<file path="src/rtl/imem_loader_pkg.sv">
// Shared types and constants for the instruction-memory loader.
package imem_loader_pkg;

  // Loader states; DONE and ERR are terminal until a start pulse.
  typedef enum logic [2:0] {
    HDR_HI = 3'd0,
    HDR_LO = 3'd1,
    DATA   = 3'd2,
    CSUM   = 3'd3,
    DONE   = 3'd4,
    ERR    = 3'd5
  } state_e;

  // Frame header is a big-endian word count of this many bytes.
  localparam int HDR_BYTES = 2;
  localparam int CNT_W     = 8 * HDR_BYTES;

  // States in which the loader is consuming stream bytes.
  function automatic logic is_rx(state_e s);
    return (s == HDR_HI) || (s == HDR_LO) || (s == DATA) || (s == CSUM);
  endfunction

endpackage

</file>
<file path="src/rtl/imem_loader_if.sv">
// Stream, instruction-memory write and status bundle for imem_loader.
// slave: the loader side; master: the environment driving the stream.
interface imem_loader_if #(
  parameter int WL = 32,
  parameter int AW = 8
);
  logic          start;
  logic [7:0]    s_data;
  logic          s_valid;
  logic          s_ready;
  logic          im_we;
  logic [AW-1:0] im_addr;
  logic [WL-1:0] im_wd;
  logic          cpu_rst_n;
  logic          busy;
  logic          done;
  logic          err;

  modport slave (
    input  start, s_data, s_valid,
    output s_ready, im_we, im_addr, im_wd, cpu_rst_n, busy, done, err
  );

  modport master (
    output start, s_data, s_valid,
    input  s_ready, im_we, im_addr, im_wd, cpu_rst_n, busy, done, err
  );
endinterface

</file>
<file path="src/rtl/imem_loader_packer.sv">
// byte_to_word_packer: shifts bytes MSB-first into a word and pulses
// word_full_o on the byte that completes it. word_o is the completed
// word (including the current byte) and is meaningful with word_full_o.
module byte_to_word_packer #(
  parameter int WL = 32
) (
  input  logic          clk_i,
  input  logic          rst_ni,
  input  logic          clear_i,
  input  logic          shift_en_i,
  input  logic [7:0]    shift_in_i,
  output logic [WL-1:0] word_o,
  output logic          word_full_o
);
  localparam int BPW = WL / 8;
  localparam int BCW = (BPW > 1) ? $clog2(BPW) : 1;
  localparam logic [BCW-1:0] LAST = BCW'(BPW - 1);

  logic [WL-1:0]  sr_q, sr_d;
  logic [BCW-1:0] cnt_q, cnt_d;

  // Next shift-register value and byte-in-word counter (wraps per word).
  always_comb begin
    sr_d  = (sr_q << 8) | WL'(shift_in_i);
    cnt_d = cnt_q;
    if (clear_i) begin
      cnt_d = '0;
    end else if (shift_en_i) begin
      cnt_d = (cnt_q == LAST) ? '0 : cnt_q + 1'b1;
    end
  end

  // Counter is control and is reset; the shift register is pure data.
  always_ff @(posedge clk_i) begin
    if (!rst_ni) begin
      cnt_q <= '0;
    end else begin
      cnt_q <= cnt_d;
    end
    if (shift_en_i) begin
      sr_q <= sr_d;
    end
  end

  assign word_o      = sr_d;
  assign word_full_o = shift_en_i && (cnt_q == LAST);

endmodule

</file>
<file path="src/rtl/imem_loader.sv">
// imem_loader: framed byte-stream loader for instruction memory. Holds the
// core in reset until the whole image has been written.
// Optional feature: define IMEM_LOADER_CHECKSUM_EN to require a trailing
// 8-bit XOR checksum byte over header and data.
module imem_loader
  import imem_loader_pkg::*;
#(
  parameter int WL = 32,
  parameter int AW = 8
) (
  input logic         CLK,
  input logic         RST,
  imem_loader_if.slave bus
);
  localparam int               CAP_W = CNT_W + 1;
  localparam logic [CAP_W-1:0] CAP   = CAP_W'(2 ** AW);

`ifdef IMEM_LOADER_CHECKSUM_EN
  localparam state_e FRAME_END = CSUM;
`else
  localparam state_e FRAME_END = DONE;
`endif

  state_e          state_q, state_d;
  logic            s_ready_q, s_ready_d;
  logic            busy_q, busy_d;
  logic            done_q, done_d;
  logic            err_q, err_d;
  logic            cpu_rst_n_q;

  logic [CNT_W-1:0] count_q;
  logic [CNT_W-1:0] n_hdr;
  logic [AW:0]      widx_q, widx_inc;
  logic             im_we_q;
  logic [AW-1:0]    im_addr_q;
  logic [WL-1:0]    im_wd_q;

  logic            acc, restart, shift_en, word_full, last_word;
  logic [WL-1:0]   word;

`ifdef IMEM_LOADER_CHECKSUM_EN
  logic [7:0]      csum_q;
`endif

  assign acc       = bus.s_valid && s_ready_q;
  assign restart   = bus.start && ((state_q == DONE) || (state_q == ERR));
  assign shift_en  = acc && (state_q == DATA);
  assign n_hdr     = {count_q[CNT_W-1:8], bus.s_data};
  assign widx_inc  = widx_q + 1'b1;
  assign last_word = (CAP_W'(widx_inc) == CAP_W'(count_q));

  byte_to_word_packer #(.WL(WL)) u_packer (
    .clk_i       (CLK),
    .rst_ni      (RST),
    .clear_i     (restart),
    .shift_en_i  (shift_en),
    .shift_in_i  (bus.s_data),
    .word_o      (word),
    .word_full_o (word_full)
  );

  // State register; status outputs are registered from the next state.
  always_ff @(posedge CLK) begin
    if (!RST) begin
      state_q     <= HDR_HI;
      s_ready_q   <= 1'b0;
      busy_q      <= 1'b0;
      done_q      <= 1'b0;
      err_q       <= 1'b0;
      cpu_rst_n_q <= 1'b0;
    end else begin
      state_q     <= state_d;
      s_ready_q   <= s_ready_d;
      busy_q      <= busy_d;
      done_q      <= done_d;
      err_q       <= err_d;
      cpu_rst_n_q <= done_d;
    end
  end

  // Next-state logic: header parse, word counting, checksum, restart.
  always_comb begin
    state_d = state_q;
    unique case (state_q)
      HDR_HI: if (acc) state_d = HDR_LO;
      HDR_LO: begin
        if (acc) begin
          if (CAP_W'(n_hdr) > CAP)   state_d = ERR;
          else if (n_hdr == '0)      state_d = FRAME_END;
          else                       state_d = DATA;
        end
      end
      DATA: if (word_full && last_word) state_d = FRAME_END;
`ifdef IMEM_LOADER_CHECKSUM_EN
      CSUM: if (acc) state_d = (bus.s_data == csum_q) ? DONE : ERR;
`else
      CSUM: state_d = ERR;
`endif
      DONE, ERR: if (bus.start) state_d = HDR_HI;
      default: state_d = HDR_HI;
    endcase
  end

  // Output decode of the next state, registered above.
  always_comb begin
    s_ready_d = is_rx(state_d);
    busy_d    = is_rx(state_d);
    done_d    = (state_d == DONE);
    err_d     = (state_d == ERR);
  end

  // Word index and registered memory-write port.
  always_ff @(posedge CLK) begin
    if (!RST) begin
      widx_q    <= '0;
      im_we_q   <= 1'b0;
      im_addr_q <= '0;
      im_wd_q   <= '0;
    end else begin
      im_we_q <= word_full;
      if (word_full) begin
        im_addr_q <= widx_q[AW-1:0];
        im_wd_q   <= word;
        widx_q    <= widx_inc;
      end
      if (restart) begin
        widx_q <= '0;
      end
    end
  end

  // Header word count latch; only read after both bytes are in.
  always_ff @(posedge CLK) begin
    if (acc && (state_q == HDR_HI)) count_q[CNT_W-1:8] <= bus.s_data;
    if (acc && (state_q == HDR_LO)) count_q[7:0]       <= bus.s_data;
  end

`ifdef IMEM_LOADER_CHECKSUM_EN
  // Running XOR of header and data bytes.
  always_ff @(posedge CLK) begin
    if (!RST || restart) begin
      csum_q <= 8'h00;
    end else if (acc && (state_q != CSUM)) begin
      csum_q <= csum_q ^ bus.s_data;
    end
  end
`endif

  assign bus.s_ready   = s_ready_q;
  assign bus.busy      = busy_q;
  assign bus.done      = done_q;
  assign bus.err       = err_q;
  assign bus.cpu_rst_n = cpu_rst_n_q;
  assign bus.im_we     = im_we_q;
  assign bus.im_addr   = im_addr_q;
  assign bus.im_wd     = im_wd_q;

endmodule
</file>
<file path="src/flat_wrapper.sv">
// flat-port wrapper written by rule: the top's interface ports become plain ports
module imem_loader_flat import imem_loader_pkg::*;
#(
  parameter int WL = 32,
  parameter int AW = 8
)
  (CLK, RST, bus_start, bus_s_data, bus_s_valid, bus_s_ready, bus_im_we, bus_im_addr, bus_im_wd, bus_cpu_rst_n, bus_busy, bus_done, bus_err);
  imem_loader_if #(.WL(WL), .AW(AW)) bus_i ();
  input logic CLK;
  input logic RST;
  input wire logic [$bits(bus_i.start)-1:0] bus_start;
  input wire logic [$bits(bus_i.s_data)-1:0] bus_s_data;
  input wire logic [$bits(bus_i.s_valid)-1:0] bus_s_valid;
  output wire logic [$bits(bus_i.s_ready)-1:0] bus_s_ready;
  output wire logic [$bits(bus_i.im_we)-1:0] bus_im_we;
  output wire logic [$bits(bus_i.im_addr)-1:0] bus_im_addr;
  output wire logic [$bits(bus_i.im_wd)-1:0] bus_im_wd;
  output wire logic [$bits(bus_i.cpu_rst_n)-1:0] bus_cpu_rst_n;
  output wire logic [$bits(bus_i.busy)-1:0] bus_busy;
  output wire logic [$bits(bus_i.done)-1:0] bus_done;
  output wire logic [$bits(bus_i.err)-1:0] bus_err;
  assign bus_i.start = bus_start;
  assign bus_i.s_data = bus_s_data;
  assign bus_i.s_valid = bus_s_valid;
  assign bus_s_ready = bus_i.s_ready;
  assign bus_im_we = bus_i.im_we;
  assign bus_im_addr = bus_i.im_addr;
  assign bus_im_wd = bus_i.im_wd;
  assign bus_cpu_rst_n = bus_i.cpu_rst_n;
  assign bus_busy = bus_i.busy;
  assign bus_done = bus_i.done;
  assign bus_err = bus_i.err;
  imem_loader #(.WL(WL), .AW(AW)) u_core (.CLK(CLK), .RST(RST), .bus(bus_i));
endmodule
</file>
<file path="config.mk">
export PLATFORM = sky130hd
export DESIGN_NAME = imem_loader_flat
export DESIGN_NICKNAME = d
export VERILOG_FILES = /design/src/rtl/imem_loader_pkg.sv /design/src/rtl/imem_loader_if.sv /design/src/rtl/imem_loader_packer.sv /design/src/rtl/imem_loader.sv /design/src/flat_wrapper.sv
export SDC_FILE = /design/constraint.sdc
export NUM_CORES = 1
export LEC_CHECK = 0
export ABC_AREA = 1
export CAP_MARGIN = 20
export CORE_ASPECT_RATIO = 0.7
export CORE_MARGIN = 3
export CORE_UTILIZATION = 29
export CTS_CLUSTER_DIAMETER = 30
export DETAILED_ROUTE_END_ITERATION = 8
export SYNTH_ARGS = -nofsm -noshare
export SYNTH_HDL_FRONTEND = slang
export SYNTH_SLANG_ARGS = --single-unit
</file>
<file path="constraint.sdc">
create_clock -name CLK -period 1.8 [get_ports CLK]
set_clock_uncertainty 0.05 [all_clocks]
set_input_delay 0.36 -clock CLK [delete_from_list [all_inputs] [get_ports CLK]]
set_output_delay 0.36 -clock CLK [all_outputs]
set_load 0.01 [all_outputs]
</file>
Word-level counts from Yosys, hierarchy flattened

Index checks and enable logic that the tools add are counted.

Bits of input ports: 12
Word-level logic and storage cells: 53
Bits in registers: 98
Output and inout port bits: 46

Reduce and logical (&&, ||, !) cells: 16
Add/subtract/negate cells: 2
$lt $le $gt $ge: 1
Muxes and demuxes: 8
Equal/unequal tests: 12
Bitwise operators: 2

Operators with widths:

| kind                                                                             | number |
|---|---|
| 32-bit by 8-bit bitwise OR with 32-bit output                                    | 1 |
| 3-bit two-way mux                                                                | 6 |
| 9-bit by 16-bit == test with 1-bit output                                        | 1 |
| 16-bit by 9-bit greater-than comparator with 1-bit output, second input constant | 1 |
| 16-bit zero test                                                                 | 1 |
| 3-bit case mux with 5 select lines                                               | 1 |
| 3-bit by 2-bit == test with 1-bit output, second input constant                  | 4 |
| 3-bit == test, second input constant                                             | 4 |
| 9-bit by 1-bit adder with 9-bit output, second input constant                    | 1 |
| 1-bit logical AND                                                                | 7 |
| 3-bit by 1-bit == test with 1-bit output, second input constant                  | 2 |
| 3-bit zero test                                                                  | 2 |
| 1-bit logical OR                                                                 | 4 |
| 2-bit OR reduction                                                               | 2 |
| 2-bit by 1-bit adder with 2-bit output, second input constant                    | 1 |
| 2-bit == test, second input constant                                             | 1 |
| 2-bit two-way mux                                                                | 1 |
| 1-bit inverter                                                                   | 1 |

Depth between registers and ports, before layout

Gate-level depths: netlist of run 1.

Depth after elaboration: 10
Gate-level depth with buffers: 13
Gate-level depth less buffers: 13

Hierarchy

From an unflattened synthesis of run 1, not the netlist that was laid out.

Cell total of the unflattened synthesis: 424
Area, all modules: 3861.2 µm²

Modules (own cells, without submodules):

| module              | area an instance (µm²) | times used | cells an instance | sequential area each (µm²) |
|---|---|---|---|---|
| imem_loader         | 2971.6                 | 1          | 376               | 1601.5 |
| byte_to_word_packer | 889.6                  | 1          | 48                | 760.7 |

Worst setup path before layout of run 1

No wires, ideal clock.

Path kind: register to register
From: register u_core.s_ready_q, in the netlist u_core.bus.s_ready
To: register u_core.done_q, in the netlist u_core.bus.done
Setup time: 111 ps
Period minus slack after synthesis: 2014 ps
Arrival: 1853 ps
Setup slack: -214 ps
Required time: 1639 ps
Buffers on the path: 0
Stages on the path, launching flop included: 7
Cell sequence: dfxtp_1 -> nand2_1 -> nor4_1 -> or2_2 -> a21oi_1 -> nand3_1 -> nor2_2

Word-level cells in the longest chain between the ends: 7
Elaborated cells between the ends (all ways): 9
Classes of those cells: eq/ne: 1; mux: 4; reduce/logical: 4

RTL lines:

| element                                | RTL line                 | text |
|---|---|---|
| start, declared                        | imem_loader.sv:25        | `logic s_ready_q, s_ready_d;` |
| start signal, assigned                 | imem_loader.sv:73        | `s_ready_q <= s_ready_d;` |
| 1-bit logical AND (*)                  | imem_loader.sv:45        | `assign acc = bus.s_valid && s_ready_q;` |
| 1-bit logical AND                      | imem_loader.sv:47        | `assign shift_en = acc && (state_q == DATA);` |
| 1-bit logical AND                      | imem_loader_packer.sv:46 | `assign word_full_o = shift_en_i && (cnt_q == LAST);` |
| 1-bit logical AND                      | imem_loader.sv:93        | `DATA: if (word_full && last_word) state_d = FRAME_END;` |
| 3-bit two-way mux                      | imem_loader.sv:93        |  |
| 3-bit case mux with 5 select lines (*) | imem_loader.sv:84        | `unique case (state_q)` |
| 3-bit == test (*)                      | imem_loader.sv:108       | `done_d = (state_d == DONE);` |
| end signal, assigned                   | imem_loader.sv:75        | `done_q <= done_d;` |
| end, declared                          | imem_loader.sv:27        | `logic done_q, done_d;` |

Every way passes the cells marked *; elsewhere a longest branch is shown, timed or not.
A chain may end at the register's enable or synchronous reset.

Worst setup path after layout of run 1

From: input bus_s_data[4]
To: register u_core.done_q, in the netlist u_core.bus.done

Word-level cells in the longest chain between the ends: 6
Elaborated cells between the ends (all ways): 7
Classes of those cells: order compare: 1; eq/ne: 1; mux: 4; reduce/logical: 1

RTL lines:

| element                                                                                           | RTL line           | text |
|---|---|---|
| start, declared                                                                                   | flat_wrapper.sv:12 | `input wire logic [$bits(bus_i.s_data)-1:0] bus_s_data;` |
| branches (longest 2 deep; another with 16-bit by 9-bit greater-than comparator with 1-bit output) | -                  |  |
| 3-bit two-way mux (*)                                                                             | imem_loader.sv:88  | `if (CAP_W'(n_hdr) > CAP) state_d = ERR;` |
| 3-bit two-way mux (*)                                                                             | imem_loader.sv:87  | `if (acc) begin` |
| 3-bit case mux with 5 select lines (*)                                                            | imem_loader.sv:84  |  |
| 3-bit == test (*)                                                                                 | imem_loader.sv:108 |  |

Every way passes the cells marked *.

==> results of run 1 <==
-- how the worst min path moves through the flow --
stage / slack, ps / startpoint / endpoint / cells past startpoint
finish: 400 / u_core.u_packer.sr_q[7] / u_core.u_packer.sr_q[15] / 0
global route: 410 / u_core.u_packer.sr_q[8] / u_core.u_packer.sr_q[16] / 0
detailed placement: 380 / u_core.u_packer.sr_q[7] / u_core.u_packer.sr_q[15] / 0
CTS: 400 / u_core.u_packer.sr_q[7] / u_core.u_packer.sr_q[15] / 0
global placement: 380 / u_core.u_packer.sr_q[11] / u_core.u_packer.sr_q[19] / 0
floorplan: 370 / u_core.u_packer.sr_q[2] / u_core.u_packer.sr_q[10] / 0
-- kinds of logic (layout without fill, tap and decap cells) --
kind of cell | Yosys count | in the layout | synth area share
XOR/XNOR | 6 | 6 | 0.0160
adder cells (fa/ha/maj) | 2 | 2 | 0.00668
flip-flops | 98 | 98 | 0.630
buffers and inverters | 43 | 124 | 0.0487
AO/OA/AOI/OAI | 71 | 71 | 0.100
AND/OR/NAND/NOR | 168 | 168 | 0.198
-- where the power goes --
group	internal (mW)	switching, mW
Clock	0.948	0.834
Combinational	0.0741	0.0919
Sequential	2.32	0.00979
-- layer usage --
metal,global-route usage,share of wire,wire [um],up-vias
met5,0,0,0,-
li1,-,-,-,1438
met2,0.190,0.42,3640,78
met3,0.0436,0.075,647,7
met4,0.0288,0.0077,66,0
met1,0.182,0.49,4240,1319
-- sequential cells by signal, indices dropped and copies added (netlist names), 2 cells and up --
signal,flops
u_core.u_packer.cnt_q,2
u_core.widx_q,9
u_core.bus.im_wd,32
u_core.state_q,3
u_core.count_q,16
u_core.u_packer.sr_q,24
u_core.bus.im_addr,8
-- worst max-delay path, stage by stage --
cell and delay (ps):
clkdlybuf4s50_1 440, nor2_2 170, nand2_1 70, nor2_1 160, o21a_1 210, nand3_1 140, a21oi_4 210, nand3_1 120
nor2_2 80
-- cell usage after synthesis (6+ instances only) --
library cell and n:
dfxtp_1 58, nor2_1 93, a21oi_1 11, o21ai_0 52
edfxtp_1 40, nand3_2 6, inv_1 24, nand2_1 35
clkbuf_1 7, nand2_2 6, buf_2 8, nand3_1 17
-- per-stage QoR --
| stage | power (mW) | utilization | hold WS (ps) | setup slack [ps] |
|---|---|---|---|---|
| after floorplan | 2.44 | - | 371 | -15.5 |
| after global placement | 2.54 | 0.371 | 379 | -224 |
| after detailed placement | 2.54 | 0.371 | 381 | -218 |
| after CTS | 4.33 | 0.393 | 398 | 0.801 |
| after global routing | 4.45 | 0.400 | 408 | -76.8 |
| final | 4.28 | 0.400 | 396 | 79.3 |
-- cell type report --
cell class | instances | area, um^2 | area share
clock buffer | 9 | 225 | 0.0450
clock inverter | 7 | 52.6 | 0.0105
multi-input combinational | 247 | 1280 | 0.256
tap | 162 | 203 | 0.0405
inverter | 25 | 93.8 | 0.0187
sequential | 98 | 2370 | 0.473
timing repair buffer | 83 | 782 | 0.156
-- repair_timing --
action,4_1_cts,5_1_grt
buffers inserted,0,2
endpoints found under the setup margin,0,5
hold buffers,0,0
gates resized for setup,0,21
==> flow_summary.toml, run 1 <==
[outcome]
outcome = "complete, no violations"

[global_route]
grtUsageTotal = 0.128
grt-ovfl-total = 0
grt_max_degree = 35
grt_pass1_wl_mm = 14.1
grt_antenna_before_repair = 0
first_global_vias = 2753

[worst_setup_path]
r2r_end = "u_core.bus.s_ready"
arrival_ps = 1950
worst-setup-path-type = "in2reg"
crit_end = "u_core.bus.done"
start_kind = "primary input"
cp-startpoint = "bus_s_data[4]"
cp.required_ps = 2030
worstSetupEndpointType = "flip-flop"
r2r_cells = 13
rrSetupSlack_ps = 80
path_max_fanout = 3
regToRegStartpoint = "u_core.widx_q[1]"

[placement]
io_buffers = 57
placed_cells = 613
gp_congestion = 0.797
placed_cell_area_mm2 = 0.00464
dp_hpwl_mm = 6.18

[clock_tree]
clk_pin_slew_ps = 70
cts.sinks = 98
cts_tree = "done"
clockBufferDepth = 2
numCtsBuffers = 9
root_buffer = "clkbuf_16"
clk_latency_ps = 340
cts_max_level = 3

[routing]
routedWlPerCell_um = 13.6
num_vias = 2842
drtIter0Drc = 125
via_per_inst = 4.50
drcViolationCount = 0
drtAntennaViolNets = 0
drt_pre_antenna_iters = 4
wl_mm = 8.59

[yosys]
yosysSeqAreaShare = 0.630
synth_edf_count = 40
avgSynthCellArea_um2 = 9.66
ys.flop_type = "dfxtp_1"
syn_nets = 402
synth_cell_types = 28
synth_top_area_frac = 0.321
synth_area_mm2 = 0.00375
synth_top_area_cell = "edfxtp_1"
syn-instance-count = 388
ys_seq_elements = 98
synthArstFlopShare = 0
ys_top_cells_by_area = "edfxtp_1 (32%), dfxtp_1 (31%), nor2_1 (9.3%)"
synth_warnings = 0

[die]
coreArea_mm2 = 0.0125
die_w_um = 142
rows = 34
initial_core_util = 0.300
die_area_mm2 = 0.0143
pin_count = 58
die_h_um = 101

[pwr]
p_leak_nw = 1.81
ir_drop_v = 0.000404
p_per_area_mw_per_mm2 = 855

[timing]
slew_viol_final = 0
max_freq_mhz = 581
fin_crit_sh = 0.956
setup_viol = 0
worst_slew_pin_slew_ps = 372
fin_crit_ps = 1720
hold_viol_final = 0
max-slew-margin-rel = 0.749
grt_setup_unrepaired = "yes"
tns_ps = 0

[cells_and_area]
layout_commonest_cell = "nor2_1"
diodes = 0
final_cell_mix = "nor2_1 (89), clkdlybuf4s50_1 (57), o21ai_0 (52), dfxtp_1 (52), edfxtp_1 (40)"
num-nets-final = 478
final_cell_area_mm2 = 0.00501
fillerInstances = 1241
layout.cells.non_filler = 631
syn_to_final_growth_pct = 33.6
layout-drive-gt1-share = 0.175

[job]
drv_cap = 0

[min_path]
hold_path.class = "reg2reg"
Note: power is estimated with default switching activity, not from simulation.
==> run 2: changes to the inputs <==
--- a/config.mk
+++ b/config.mk
@@ -9,9 +9,10 @@
 export CAP_MARGIN = 20
 export CORE_ASPECT_RATIO = 0.7
 export CORE_MARGIN = 3
-export CORE_UTILIZATION = 29
+export CORE_UTILIZATION = 40
 export CTS_CLUSTER_DIAMETER = 30
 export DETAILED_ROUTE_END_ITERATION = 8
+export GPL_TIMING_DRIVEN = 1
 export SYNTH_ARGS = -nofsm -noshare
 export SYNTH_HDL_FRONTEND = slang
 export SYNTH_SLANG_ARGS = --single-unit
==> constraint.sdc (replaced) <==
create_clock -name CLK -period 1.9 [get_ports CLK]
set_clock_uncertainty 0.05 [all_clocks]
set_input_delay 0.38 -clock CLK [delete_from_list [all_inputs] [get_ports CLK]]
set_output_delay 0.38 -clock CLK [all_outputs]
set_load 0.01 [all_outputs]
==> flow_summary.toml, run 2 (synthesis gave the netlist of run 1 again) <==
[outcome]
outcome = "complete, no violations"

[cells_and_area]
layout_commonest_cell = "nor2_1"
syn_to_final_growth_pct = 33.5
final_cell_mix = "nor2_1 (91), clkdlybuf4s50_1 (57), dfxtp_1 (56), o21ai_0 (52), edfxtp_1 (40)"
layout-drive-gt1-share = 0.144
largest_reg_flops = 32
num-nets-final = 475
final_cell_area_mm2 = 0.00500
diodes = 0
layout.cells.non_filler = 586

[placement]
dp_hpwl_mm = 5.69
io_buffers = 57
placed_cell_area_mm2 = 0.00461
post-place-ws_ps = -86.7
placed_cells = 570
gp_congestion = 0.764

[routing]
drtIter0Drc = 231
drcViolationCount = 0
num_vias = 2801
drt_pre_antenna_iters = 5
drtAntennaViolNets = 0
wl_mm = 8.14
via_per_inst = 4.78
routedWlPerCell_um = 13.9

[die]
die_area_mm2 = 0.0106
die_h_um = 87.0
rows = 28
coreArea_mm2 = 0.00879
die_w_um = 122
pin_count = 58
initial_core_util = 0.426

[pwr]
p_leak_nw = 1.84
p_per_area_mw_per_mm2 = 872
ir_drop_v = 0.000382

[worst_setup_path]
max_stage_delay_ps = 510
slowest_stage = "dfxtp_1"
arrival_ps = 1980
worst-setup-path-type = "reg2reg"
cp.required_ps = 2130
path_buf_inv = 0
cpLargestDelayFamily = "simple AND/OR/NAND/NOR gates"
start_kind = "flip-flop"
path_max_fanout = 7
worstSetupEndpointType = "flip-flop"
cp_cell_sequence = "nand2_2 -> nor2_4 -> nand4_1 -> nand3_1 -> nand2_1 -> nor2_2 -> nand3_2 -> nand2_2 -> nand2_4 -> nor2_2"

[min_path]
hold_path.class = "reg2reg"

[clock_tree]
clk_pin_slew_ps = 60
clockBufferDepth = 2
numCtsBuffers = 9
cts_max_level = 3
cts.sinks = 98
cts_setup_buffers = 0
post_cts_resized = 0
hold_buffers = 0
clk_latency_ps = 340
root_buffer = "clkbuf_16"
cts_tree = "done"

[timing]
setup_viol = 0
fin_crit_ps = 1750
hold_viol_final = 0
max_freq_mhz = 572
tns_ps = 0
max-slew-margin-rel = 0.736
slew_viol_final = 0
worst_slack_ps = 152
grt_setup_unrepaired = "no"
fin_crit_sh = 0.920
worst_slew_pin_slew_ps = 396

[global_route]
grt-ovfl-total = 0
grt_antenna_before_repair = 0
first_global_vias = 2705
grt_pass1_wl_mm = 13.4
grtUsageTotal = 0.164
grt_max_degree = 43

[job]
drv_cap = 0
==> run 2: changes by cell type in the layout (fill, tap and decap cells not counted), moves of 2 or more <==
cell / previous run / this run
nand3_2: 7 / 5
inv_6: 3 / 1
nand3_1: 15 / 17
dfxtp_2: 6 / 1
dfxtp_1: 52 / 56
nor2_1: 89 / 91
buf_12: 1 / 4
clkbuf_16: 9 / 13
clkinv_2: 2 / 0
buf_4: 24 / 19
nor2_2: 7 / 5
==> run 2: worst paths after layout <==
kind	startpoint	slack, ps	to	cells past startpoint
hold / removal	u_core.u_packer.sr_q[3]	390	u_core.u_packer.sr_q[11]	0
setup reg to reg	u_core.widx_q[2]	150	u_core.bus.done	10
hold reg to reg	u_core.u_packer.sr_q[3]	390	u_core.u_packer.sr_q[11]	0
setup / recovery	u_core.widx_q[2]	150	u_core.bus.done	10
==> run 2: area by class of cell <==
type,count,area [um^2]
clock buffer,14,339
sequential,98,2370
clock inverter,2,15.0
tap,120,150
multi-input combinational,247,1240
inverter,25,93.8
fill,772,3790
timing repair buffer,80,793
==> run 2: layer usage <==
metal,global-route usage,share of wire,vias up
met5,0,0,-
met4,0.0631,0.0093,0
met3,0.0344,0.052,5
met2,0.239,0.44,62
met1,0.240,0.50,1299
li1,-,-,1435
==> run 2: worst reg2reg max path, cell delays in order (launching register included) <==
cell,delay [ps]
dfxtp_1,510
nand2_2,110
nor2_4,160
nand4_1,130
nand3_1,110
nand2_1,70
nor2_2,150
nand3_2,130
nand2_2,110
nand2_4,60
nor2_2,100
==> run 2: through the flow <==
stage | power (mW) | hold WS, ps | util
floorplan | 2.32 | 371 | -
global placement | 2.40 | 376 | 0.524
detailed placement | 2.40 | 380 | 0.524
CTS | 4.41 | 398 | 0.564
global route | 4.53 | 402 | 0.569
finish | 4.36 | 393 | 0.569
==> run 2: report_power, final <==
| part | switching, mW | internal (mW) |
|---|---|---|
| sequential | 0.00930 | 2.20 |
| clock | 0.761 | 1.25 |
| combinational | 0.0812 | 0.0648 |
| total | 0.852 | 3.51 |
